File: src/rtl/conv_pkg.sv
// Shared types and elaboration helpers for the convolution window sequencer.
package conv_pkg;

  // Frame-level sequencer state.
  typedef enum logic [1:0] {
    IDLE  = 2'd0,
    RUN   = 2'd1,
    DRAIN = 2'd2
  } conv_state_e;

  // Number of output windows along one side (trailing rows/cols dropped).
  function automatic int calc_o(input int n, input int k, input int s);
    return (n - k) / s + 1;
  endfunction

  // Address width that never collapses to zero bits (e.g. O=1 or K=1).
  function automatic int clog2_min1(input int v);
    int r;
    r = $clog2(v);
    return (r < 1) ? 1 : r;
  endfunction

  function automatic int calc_aw(input int n);
    return clog2_min1(n * n);
  endfunction

  function automatic int calc_ww(input int k);
    return clog2_min1(k * k);
  endfunction

  function automatic int calc_ow(input int n, input int k, input int s);
    return clog2_min1(calc_o(n, k, s) * calc_o(n, k, s));
  endfunction

  // Legal configuration: kernel fits in the frame, stride and latency non-zero.
  function automatic bit cfg_ok(input int n, input int k, input int s, input int lat);
    return (k >= 1) && (k <= n) && (s >= 1) && (lat >= 1);
  endfunction

endpackage

File: src/rtl/conv_tag_pipe.sv
// Enable-gated shift register carrying {valid, output address} alongside the MAC latency.
module conv_tag_pipe #(
  parameter int DEPTH  = 2,
  parameter int ADDR_W = 4
) (
  input  logic              clk,
  input  logic              reset,
  input  logic              en,
  input  logic              in_valid,
  input  logic [ADDR_W-1:0] in_addr,
  output logic              out_valid,
  output logic [ADDR_W-1:0] out_addr
);

  logic              v_q [DEPTH];
  logic [ADDR_W-1:0] a_q [DEPTH];

  // Shift one stage per enabled cycle; hold everything while disabled.
  always_ff @(posedge clk or posedge reset) begin
    if (reset) begin
      for (int i = 0; i < DEPTH; i++) begin
        v_q[i] <= 1'b0;
        a_q[i] <= '0;
      end
    end else if (en) begin
      v_q[0] <= in_valid;
      a_q[0] <= in_addr;
      for (int i = 1; i < DEPTH; i++) begin
        v_q[i] <= v_q[i-1];
        a_q[i] <= a_q[i-1];
      end
    end
  end

  assign out_valid = v_q[DEPTH-1];
  assign out_addr  = a_q[DEPTH-1];

endmodule

File: src/rtl/conv_window_sequencer.sv
// Walks every output window and kernel tap of one activation frame, issuing
// buffer addresses and MAC controls, and tags finished windows for downstream.
//
// Output handshake: a result is transferred in any cycle where out_valid and
// out_ready are both high. While out_valid is high and out_ready is low the
// whole datapath (tap counters, tap outputs, tag pipe) freezes via conv_en=0,
// so out_valid/out_addr stay stable until accepted.
module conv_window_sequencer
  import conv_pkg::*;
#(
  parameter int N       = 10,
  parameter int K       = 3,
  parameter int S       = 1,
  parameter int MAC_LAT = 2,
  localparam int O  = calc_o(N, K, S),
  localparam int AW = calc_aw(N),
  localparam int WW = calc_ww(K),
  localparam int OW = calc_ow(N, K, S)
) (
  input  logic          clk,
  input  logic          reset,
  input  logic          start,
  output logic          busy,
  output logic          done,
  output logic          conv_en,
  output logic [AW-1:0] act_addr,
  output logic [WW-1:0] wgt_addr,
  output logic          mac_first,
  output logic          mac_last,
  output logic          out_valid,
  input  logic          out_ready,
  output logic [OW-1:0] out_addr
);

  if (!cfg_ok(N, K, S, MAC_LAT)) begin : g_cfg_check
    $error("conv_window_sequencer: need K<=N, S>=1, MAC_LAT>=1");
  end

  localparam int CW = clog2_min1(N + 1);

  conv_state_e   state;
  logic [CW-1:0] kc, kr, ocol, orow;
  logic          kc_last, kr_last, ocol_last, orow_last, frame_last;
  logic          stall, tap_adv, last_hs;
  logic [OW-1:0] win_addr;

  assign kc_last    = (kc == CW'(K - 1));
  assign kr_last    = (kr == CW'(K - 1));
  assign ocol_last  = (ocol == CW'(O - 1));
  assign orow_last  = (orow == CW'(O - 1));
  assign frame_last = kc_last && kr_last && ocol_last && orow_last;

  assign stall   = out_valid && !out_ready;
  assign conv_en = (state != IDLE) && !stall;
  assign tap_adv = (state == RUN) && conv_en;
  assign last_hs = out_valid && out_ready && (out_addr == OW'(O * O - 1));
  assign busy    = (state != IDLE);

  // Tap outputs are only meaningful while taps are being issued.
  assign act_addr  = (state == RUN)
                   ? AW'((32'(orow) * 32'(S) + 32'(kr)) * 32'(N) + 32'(ocol) * 32'(S) + 32'(kc))
                   : '0;
  assign wgt_addr  = (state == RUN) ? WW'(32'(kr) * 32'(K) + 32'(kc)) : '0;
  assign mac_first = (state == RUN) && (kc == '0) && (kr == '0);
  assign mac_last  = (state == RUN) && kc_last && kr_last;
  assign win_addr  = OW'(32'(orow) * 32'(O) + 32'(ocol));

  // Frame FSM and the registered done pulse.
  always_ff @(posedge clk or posedge reset) begin
    if (reset) begin
      state <= IDLE;
      done  <= 1'b0;
    end else begin
      done <= 1'b0;
      case (state)
        IDLE:    if (start) state <= RUN;
        RUN:     if (tap_adv && frame_last) state <= DRAIN;
        DRAIN:   if (last_hs) begin
                   state <= IDLE;
                   done  <= 1'b1;
                 end
        default: state <= IDLE;
      endcase
    end
  end

  // Tap/window counters: kc fastest, then kr, ocol, orow; all wrap to 0.
  always_ff @(posedge clk or posedge reset) begin
    if (reset) begin
      kc   <= '0;
      kr   <= '0;
      ocol <= '0;
      orow <= '0;
    end else if (tap_adv) begin
      kc <= kc_last ? '0 : kc + 1'b1;
      if (kc_last) begin
        kr <= kr_last ? '0 : kr + 1'b1;
        if (kr_last) begin
          ocol <= ocol_last ? '0 : ocol + 1'b1;
          if (ocol_last) begin
            orow <= orow_last ? '0 : orow + 1'b1;
          end
        end
      end
    end
  end

  conv_tag_pipe #(
    .DEPTH  (MAC_LAT),
    .ADDR_W (OW)
  ) u_tag_pipe (
    .clk       (clk),
    .reset     (reset),
    .en        (conv_en),
    .in_valid  (mac_last),
    .in_addr   (mac_last ? win_addr : '0),
    .out_valid (out_valid),
    .out_addr  (out_addr)
  );

endmodule

File: config.mk
export PLATFORM = sky130hd
export DESIGN_NAME = conv_window_sequencer
export DESIGN_NICKNAME = d
export VERILOG_FILES = /design/src/rtl/conv_pkg.sv /design/src/rtl/conv_tag_pipe.sv /design/src/rtl/conv_window_sequencer.sv
export SDC_FILE = /design/constraint.sdc
export NUM_CORES = 1
export LEC_CHECK = 0
export CORE_UTILIZATION = 30
export CTS_CLUSTER_SIZE = 25
export DETAILED_ROUTE_END_ITERATION = 6
export PLACE_DENSITY_LB_ADDON = 0.12
export SLEW_MARGIN = 20
export SYNTH_ARGS = -nofsm -noshare
export SYNTH_HDL_FRONTEND = slang
export SYNTH_SLANG_ARGS = --single-unit
File: constraint.sdc
create_clock -name clk -period 4.72 [get_ports clk]
set_input_delay 0.944 -clock clk [delete_from_list [all_inputs] [get_ports clk]]
set_output_delay 0.944 -clock clk [all_outputs]
set_load 0.02 [all_outputs]
* Word level (Yosys, flattened, before mapping) *
Cells that the tools add are included.

cells by class
  add/subtract/negate cells = 9
  equality and inequality tests = 10
  reduce and logical (&&, ||, !) cells = 23
  muxes and demuxes = 13
  multiply operators = 2

operators with widths
  cell                 count
  $mux 4               5
  $add 4x1->4 const B  4
  $add 7x4->7          2
  $logic_and 1x1->1    13
  $eq 4x2->1 const B   2
  $eq 4x3->1 const B   2
  $logic_not 4->1      2
  $mux 7               1
  $add 6x4->6          1
  $eq 6x6->1 const B   1
  $mul 5x3->6 const B  1
  $mux 2               3
  $mux 6               1
  $pmux 2 s3           1
  $reduce_and 3->1     2
  $add 4x4->5          1
  $add 4x4->4          1
  $mul 4x2->4 const B  1
  $ne 2x2->1 const B   2
  $reduce_and 4->1     1
  $eq 2x1->1 const B   1
  $eq 2x2->1 const B   1
  $logic_not 1->1      2
  $logic_not 2->1      1
  4 further kinds      5

word-level totals
  register bits after elaboration = 33

* Depth between registers and ports, before layout *
Gate-level depths: netlist of run 1.

  word-level depth = 8
  mapped depth = 11
  depth with buffers taken out = 11

* Cells and area by module *
From an unflattened synthesis of run 1, not the netlist that was laid out.

second synthesis, totals
  cells, all modules = 221
  area, all modules = 2,349.8 um^2

by module, submodules not included
  module                 area each (um^2)  instances  cells an instance
  conv_window_sequencer  1,781.7           1          185
  conv_tag_pipe          568.0             1          36

* Worst setup path after synthesis of run 1 *
No wires, ideal clock.

  path type = register to output
  start point = register kr[0]
  end point = output port act_addr[6]
  data required time = 3.776 ns
  setup slack = 0.532 ns
  data arrival time = 3.244 ns
  stages on the path, launching flop included = 10
  buffers on the path = 0
  cell sequence = dfrtp_1 -> ha_1 -> fa_1 -> xor2_1 -> ha_1 -> fa_1 -> ha_1 -> a211oi_1 -> or4_1 -> mux2i_1

on the way
  word-level cells in the longest chain between the ends = 5

RTL lines
  item                       line                         source
  start, declared            conv_window_sequencer.sv:42  logic [CW-1:0] kc, kr, ocol, orow;
  start signal, assigned     conv_window_sequencer.sv:97  kr <= kr_last ? '0 : kr + 1'b1;
  $add 4x4->5                conv_window_sequencer.sv:61  ? AW'((32'(orow) * 32'(S) + 32'(kr)) * 32'(N) + 32'(ocol) * 32'(S) + 32'(kc))
  $mul 5x3->6                conv_window_sequencer.sv:61
  $add 7x4->7 (2 in series)  conv_window_sequencer.sv:61
  $mux 7                     conv_window_sequencer.sv:61
  end, declared              conv_window_sequencer.sv:26  output logic [AW-1:0] act_addr,

Every way passes these cells.

* Worst setup path after layout of run 1 *
  start point = register kr[0]
  end point = output port act_addr[4]

The elaborated chain is that of the path after synthesis.

==> summary.txt, run 1 <==
Run status
  – Outcome: finished, final reports clean

Worst setup path
  – Crit path max fanout: 4
  – Arrival time at the worst endpoint: 3.52 ns
  – Data required, critical path: 3.78 ns
  – Critical path, cell by cell: ha_1, fa_1, xor2_1, ha_1, fa_1, ha_1, a21oi_1, xor2_1, nor2_1, clkdlybuf4s50_1
  – Worst Path Class, Setup: reg2out
  – Highest-delay cell along the critical path: clkdlybuf4s50_1
  – Kind of capture point of the worst setup path: output port
  – Slowest stage delay, CP: 0.60 ns
  – Startpoint types: register
  – Most repeated library cell on the critical path: ha_1

Synth
  – EDFF count, synth: 0
  – Seq cells post-synth: 33
  – Number of instances in the synthesized netlist: 215
  – Mean instance size in the synthesized netlist: 10.7 um2
  – Number of different library cells in the post-synthesis netlist: 38
  – Number of warnings reported in the yosys synthesis log: 0
  – Sequential cell area fraction in the yosys report: 0.359
  – Post-Synthesis Cell Area: 2300 um2
  – Primary FF master, synth: dfrtp_1
  – Post-Synthesis Net Count: 252
  – Fraction of registers with async set/reset: 1.00

Placement
  – HPWL after DPL: 3580 um
  – Routability congestion estimate: 0.737
  – Number of I/O port buffers: 26

Die
  – Core outline area: 7330 um2
  – Die ar.: 8010 um2
  – DIE HEIGHT: 89.5 um
  – Effective utilization at floorplan: 0.313
  – Floorplan row count: 31
  – Width of the chip: 89.5 um
  – Top-level port count: 27

Hold path
  – Tightest Hold Check Type: reg2reg

STA
  – Total count of hold-check failures in the final report: 0
  – Setup TNS Final: 0 ns
  – Post-layout minimum cycle time: 4.46 ns
  – Post-route clock skew: 0.00496 ns
  – Slew Limit Headroom: 0.463
  – Final setup violating endpoints: 0
  – Maximum clock rate: 224 MHz
  – RSZ-0062 raised after global routing: false
  – Period utilisation layout: 0.945
  – Transition at the pin with the smallest max-transition slack: 0.804 ns
  – Final Max Slew Viols: 0

Global route
  – Pin count of the biggest net entering global routing: 22
  – Via count of the first global-routing pass: 1,480
  – Global router's overall resource usage: 0.125
  – Global-route wire length before repair: 7470 um
  – Antenna violations before repair: 0
  – Leftover overflow at the end of global routing: 0

Layout
  – Most common cell after layout, fill and taps aside: dfrtp_1
  – Total area of multi-input combinational cells: 1320 um2
  – Flip-flop and latch area: 826 um2
  – Layout filler cell count: 716
  – Layout cells sized above 1: 0.107
  – Antenna cells: 0
  – Leading cell types in the layout, fill and taps excluded: 33 x dfrtp_1, 24 x ha_1, 24 x clkdlybuf4s50_1, 20 x inv_1, 18 x nor2_1
  – Final #Nets: 279
  – Syn-to-layout area delta: 20.0%

CTS
  – Clock latency on the worst-skew pair: 0.28 ns
  – Post-CTS repair timing setup buffer count: 0
  – Count of clock tree sinks: 33
  – Clock-pin slew of the registers on the worst-case setup and hold paths: 0.07 ns
  – Clock Tree Root: clkbuf_8
  – CTS max path bufs: 2
  – TritonCTS clock tree: built
  – Total number of H-tree levels: 2
  – Clock buffers created by TritonCTS: 5

Routing
  – Vias after detailed routing: 1,551
  – DRC errors left: 0
  – Drt initial violations: 83
  – First-pass DRT Iterations: 4
  – Count of antenna-violating nets left after detailed routing: 0
  – Routed length per placed instance: 12.9 um
  – WL final: 4430 um
  – Average vias per placed instance: 4.54

Run
  – MaxCap Viol Count: 0
==> worst max-delay path, delay by kind of cell (launching register included) <==
family / cells / cell delay, ns
flip-flops: 1 / 0.39
AO/OA/AOI/OAI: 1 / 0.17
XOR/XNOR: 2 / 0.26
adder cells (fa/ha/maj): 5 / 1.74
AND/OR/NAND/NOR: 1 / 0.08
buffers and inverters: 1 / 0.60
==> sequential cells by signal, summed over array words and instances, names as in the netlist <==
register / cells
kr: 4
u_tag_pipe.out_addr: 6
ocol: 4
done: 1
u_tag_pipe.a_q: 6
kc: 4
state: 2
orow: 4
u_tag_pipe.out_valid: 1
u_tag_pipe.v_q: 1
==> synthesized netlist by cell type, types with 2 or more instances <==
cell / count / area share
buf_2: 3 / 0.0065
or4_1: 2 / 0.0065
nor2_1: 18 / 0.029
mux2_2: 8 / 0.039
inv_1: 20 / 0.033
nand4_1: 6 / 0.016
xnor2_1: 13 / 0.050
ha_1: 24 / 0.13
mux2_1: 3 / 0.015
and2_1: 8 / 0.022
xor2_1: 4 / 0.015
o31ai_1: 2 / 0.0065
buf_4: 6 / 0.020
a22o_1: 7 / 0.027
nor2b_1: 2 / 0.0054
a211oi_1: 2 / 0.0065
fa_1: 9 / 0.078
a21o_1: 6 / 0.020
nand2b_1: 3 / 0.0082
and3_1: 2 / 0.0054
dfrtp_1: 33 / 0.36
a21oi_1: 6 / 0.013
nand2_1: 9 / 0.015
mux2i_1: 2 / 0.0087
nand3_1: 4 / 0.0087
==> timing repair <==
action / CTS / global route
hold endpoints to repair: 0 / 0
resized for setup: 1 / 3
hold buffers: 0 / 0
setup endpoints to repair: 1 / 2
==> area by class of cell <==
type | instances | area share
Multi-Input combinational cell | 151 | 0.479
Sequential cell | 33 | 0.299
Timing Repair Buffer | 31 | 0.107
Tap cell | 99 | 0.0449
Clock buffer | 7 | 0.0313
Inverter | 20 | 0.0272
Clock inverter | 1 | 0.0109
==> kinds of logic (layout without fill, tap and decap cells) <==
family                     count (synthesis)  after routing  share of synthesized area
AOI/OAI and AO/OA                         27             27                     0.0855
xor gates and xnor gates                  18             18                     0.0746
adders and majority gates                 33             33                      0.209
buffers and inverters                     31             59                     0.0654
DFF                                       33             33                      0.359
muxes                                     13             13                     0.0626
and+or+nand+nor                           60             60                      0.143
==> stage by stage <==
| stage | utilization | worst slack (ns) | std cells | hold slack, ns | instance area [um2] |
|---|---|---|---|---|---|
| after floorplan | - | 0.532 | 215 | 0.450 | 2300 |
| after global placement | 0.361 | 0.181 | 334 | 0.474 | 2640 |
| after detailed placement | 0.361 | 0.172 | 334 | 0.480 | 2640 |
| after CTS | 0.376 | 0.0662 | 342 | 0.494 | 2760 |
| after global routing | 0.376 | 0.0340 | 342 | 0.524 | 2760 |
| final | 0.376 | 0.261 | 342 | 0.487 | 2760 |
==> worst paths after layout <==
check / end / from / cells past startpoint / slack (ns)
setup reg to reg: orow[1] / state[0] / 4 / 2.34
min in group asynchronous: u_tag_pipe.out_addr[5] / reset / 2 / 1.11
max in group asynchronous: u_tag_pipe.a_q[10] / reset / 3 / 2.92
setup / recovery: act_addr[4] / kr[0] / 10 / 0.26
hold reg to reg: state[0] / state[1] / 1 / 0.49
hold / removal: state[0] / state[1] / 1 / 0.49
==> routing by layer <==
layer	global-route usage	part of all wire	vias to the layer above
met2	0.178	0.45	15
met3	0.0277	0.021	2
met5	0	0	-
met1	0.189	0.52	750
li1	-	-	784
met4	0.0303	0.0077	0
Power of run 1 is not shown: default switching activity piles up to over one toggle a cycle in this logic, so the estimate is an artifact.
==> run 2, diff against run 1 <==
--- a/config.mk
+++ b/config.mk
@@ -9,7 +9,7 @@
 export CTS_CLUSTER_SIZE = 25
 export DETAILED_ROUTE_END_ITERATION = 6
 export PLACE_DENSITY_LB_ADDON = 0.12
-export SLEW_MARGIN = 20
+export SETUP_SLACK_MARGIN = 0.2
 export SYNTH_ARGS = -nofsm -noshare
 export SYNTH_HDL_FRONTEND = slang
 export SYNTH_SLANG_ARGS = --single-unit
==> run 2 against run 1 <==
Net effect: maximum frequency increased by 0.63%; non-clock buffer count stayed put; flip-flop and latch count is the same; sequential share of layout area decreased by 0.054 points; global-route usage barely moved; first-iteration DRC count down 2.4%; critical endpoint is now act_addr[6].
==> summary.txt, run 2 (same netlist as run 1, synthesis figures left out) <==
Run status
  – Outcome: finished, final reports clean

Layout
  – Leading cell types in the layout, fill and taps excluded: 33 x dfrtp_1, 24 x ha_1, 22 x clkdlybuf4s50_1, 20 x inv_1, 18 x nor2_1
  – Syn-to-layout area delta: 20.3%
  – Layout Cells excl Fill: 342
  – Layout filler cell count: 717
  – Layout cells sized above 1: 0.115
  – Most common cell after layout, fill and taps aside: dfrtp_1
  – Final #Nets: 279
  – Antenna cells: 0

STA
  – Post-layout minimum cycle time: 4.43 ns
  – Slew Limit Headroom: 0.463
  – RSZ-0062 raised after global routing: true
  – Total count of hold-check failures in the final report: 0
  – Period utilisation layout: 0.939
  – Final setup violating endpoints: 0
  – Final Max Slew Viols: 0
  – Transition at the pin with the smallest max-transition slack: 0.804 ns
  – Setup TNS Final: 0 ns
  – Post-route clock skew: 0.00496 ns
  – Maximum clock rate: 226 MHz

Routing
  – First-pass DRT Iterations: 4
  – Count of antenna-violating nets left after detailed routing: 0
  – WL final: 4430 um
  – Vias after detailed routing: 1,558
  – Average vias per placed instance: 4.56
  – Routed length per placed instance: 12.9 um
  – DRC errors left: 0
  – Drt initial violations: 81

Global route
  – Pin count of the biggest net entering global routing: 22
  – Global-route wire length before repair: 7480 um
  – Antenna violations before repair: 0
  – Leftover overflow at the end of global routing: 0
  – Global router's overall resource usage: 0.125
  – Via count of the first global-routing pass: 1,482

Worst setup path
  – Origin of the critical flop-to-flop path: state[0]
  – Startpoint types: register
  – Arrival time at the worst endpoint: 3.49 ns
  – Kind of capture point of the worst setup path: output port
  – Crit path max fanout: 4
  – Data required, critical path: 3.78 ns
  – Reg-to-reg slack, setup: 2.35 ns
  – Worst reg2reg path endpoint: orow[1]
  – Worst Path Class, Setup: reg2out
  – Depth of the worst register-to-register path: 4

Die
  – Floorplan row count: 31
  – Effective utilization at floorplan: 0.313
  – Core outline area: 7330 um2
  – Die ar.: 8010 um2
  – Top-level port count: 27
  – Width of the chip: 89.5 um
  – DIE HEIGHT: 89.5 um

Placement
  – Routability congestion estimate: 0.737
  – Cell count after placement: 334
  – HPWL after DPL: 3580 um
  – Number of I/O port buffers: 26

CTS
  – Clock-pin slew of the registers on the worst-case setup and hold paths: 0.07 ns
  – Total number of H-tree levels: 2
  – Clock latency on the worst-skew pair: 0.28 ns
  – Clock buffers created by TritonCTS: 5
  – TritonCTS clock tree: built
  – Post-CTS repair timing setup buffer count: 0
  – CTS max path bufs: 2
  – Hold-fix buffers at CTS: 0
  – Count of clock tree sinks: 33
  – Clock Tree Root: clkbuf_8

Hold path
  – Tightest Hold Check Type: reg2reg
  – Capture endpoint of the worst hold path: state[0]
  – Worst Hold Path Cells: 1
  – Hold path startpoint: state[1]

Run
  – MaxCap Viol Count: 0
[run 2: metrics by stage]
| stage | hold slack, ns | cell area, um2 | setup WS, ns | util |
|---|---|---|---|---|
| finish | 0.487 | 2760 | 0.288 | 0.377 |
| global route | 0.524 | 2760 | 0.132 | 0.377 |
| CTS | 0.494 | 2760 | 0.136 | 0.376 |
| detailed placement | 0.480 | 2640 | 0.172 | 0.361 |
| global placement | 0.474 | 2640 | 0.181 | 0.361 |
| floorplan | 0.450 | 2300 | 0.532 | - |
[run 2: worst max path at each step]
stage | endpoint | startpoint | slack (ns)
6_report | act_addr[6] | kr[0] | 0.29
5_1_grt | act_addr[6] | kr[0] | 0.13
4_1_cts | act_addr[6] | kr[0] | 0.14
3_5_place_dp | act_addr[6] | kr[0] | 0.17
3_3_place_gp | act_addr[6] | kr[0] | 0.18
2_1_floorplan | act_addr[6] | kr[0] | 0.53
[run 2: cell type report]
cell class | count | area [um2] | area share
multi-input cells | 151 | 1330 | 0.481
flip-flops and latches | 33 | 826 | 0.299
repair buffers | 31 | 293 | 0.106
well taps | 99 | 124 | 0.0448
clock buffers | 7 | 86.3 | 0.0312
inverters | 20 | 75.1 | 0.0272
clock inverters | 1 | 30.0 | 0.0109
[run 2: worst max-delay path, cell delays in order, from the launching register on]
cell	delay, ns
dfrtp_1	0.39
ha_1	0.23
fa_1	0.42
xor2_2	0.18
ha_1	0.31
fa_1	0.44
ha_1	0.35
a211oi_1	0.10
or4_1	0.47
mux2i_1	0.14
clkbuf_2	0.18
[run 2: layer usage]
| layer | vias to the layer above | part of all wire | global-route usage |
|---|---|---|---|
| met2 | 15 | 0.45 | 0.178 |
| met1 | 759 | 0.52 | 0.189 |
| met4 | 0 | 0.0077 | 0.0303 |
| met5 | - | 0 | 0 |
| li1 | 782 | - | - |
| met3 | 2 | 0.021 | 0.0277 |
[run 2: repair_timing]
| action | CTS | global route |
|---|---|---|
| cloned | 0 | 0 |
| resized for setup | 2 | 7 |
| endpoints found under the setup margin | 2 | 4 |
| endpoints found under the hold margin | 0 | 0 |
Power of run 2 is left out for the same reason.
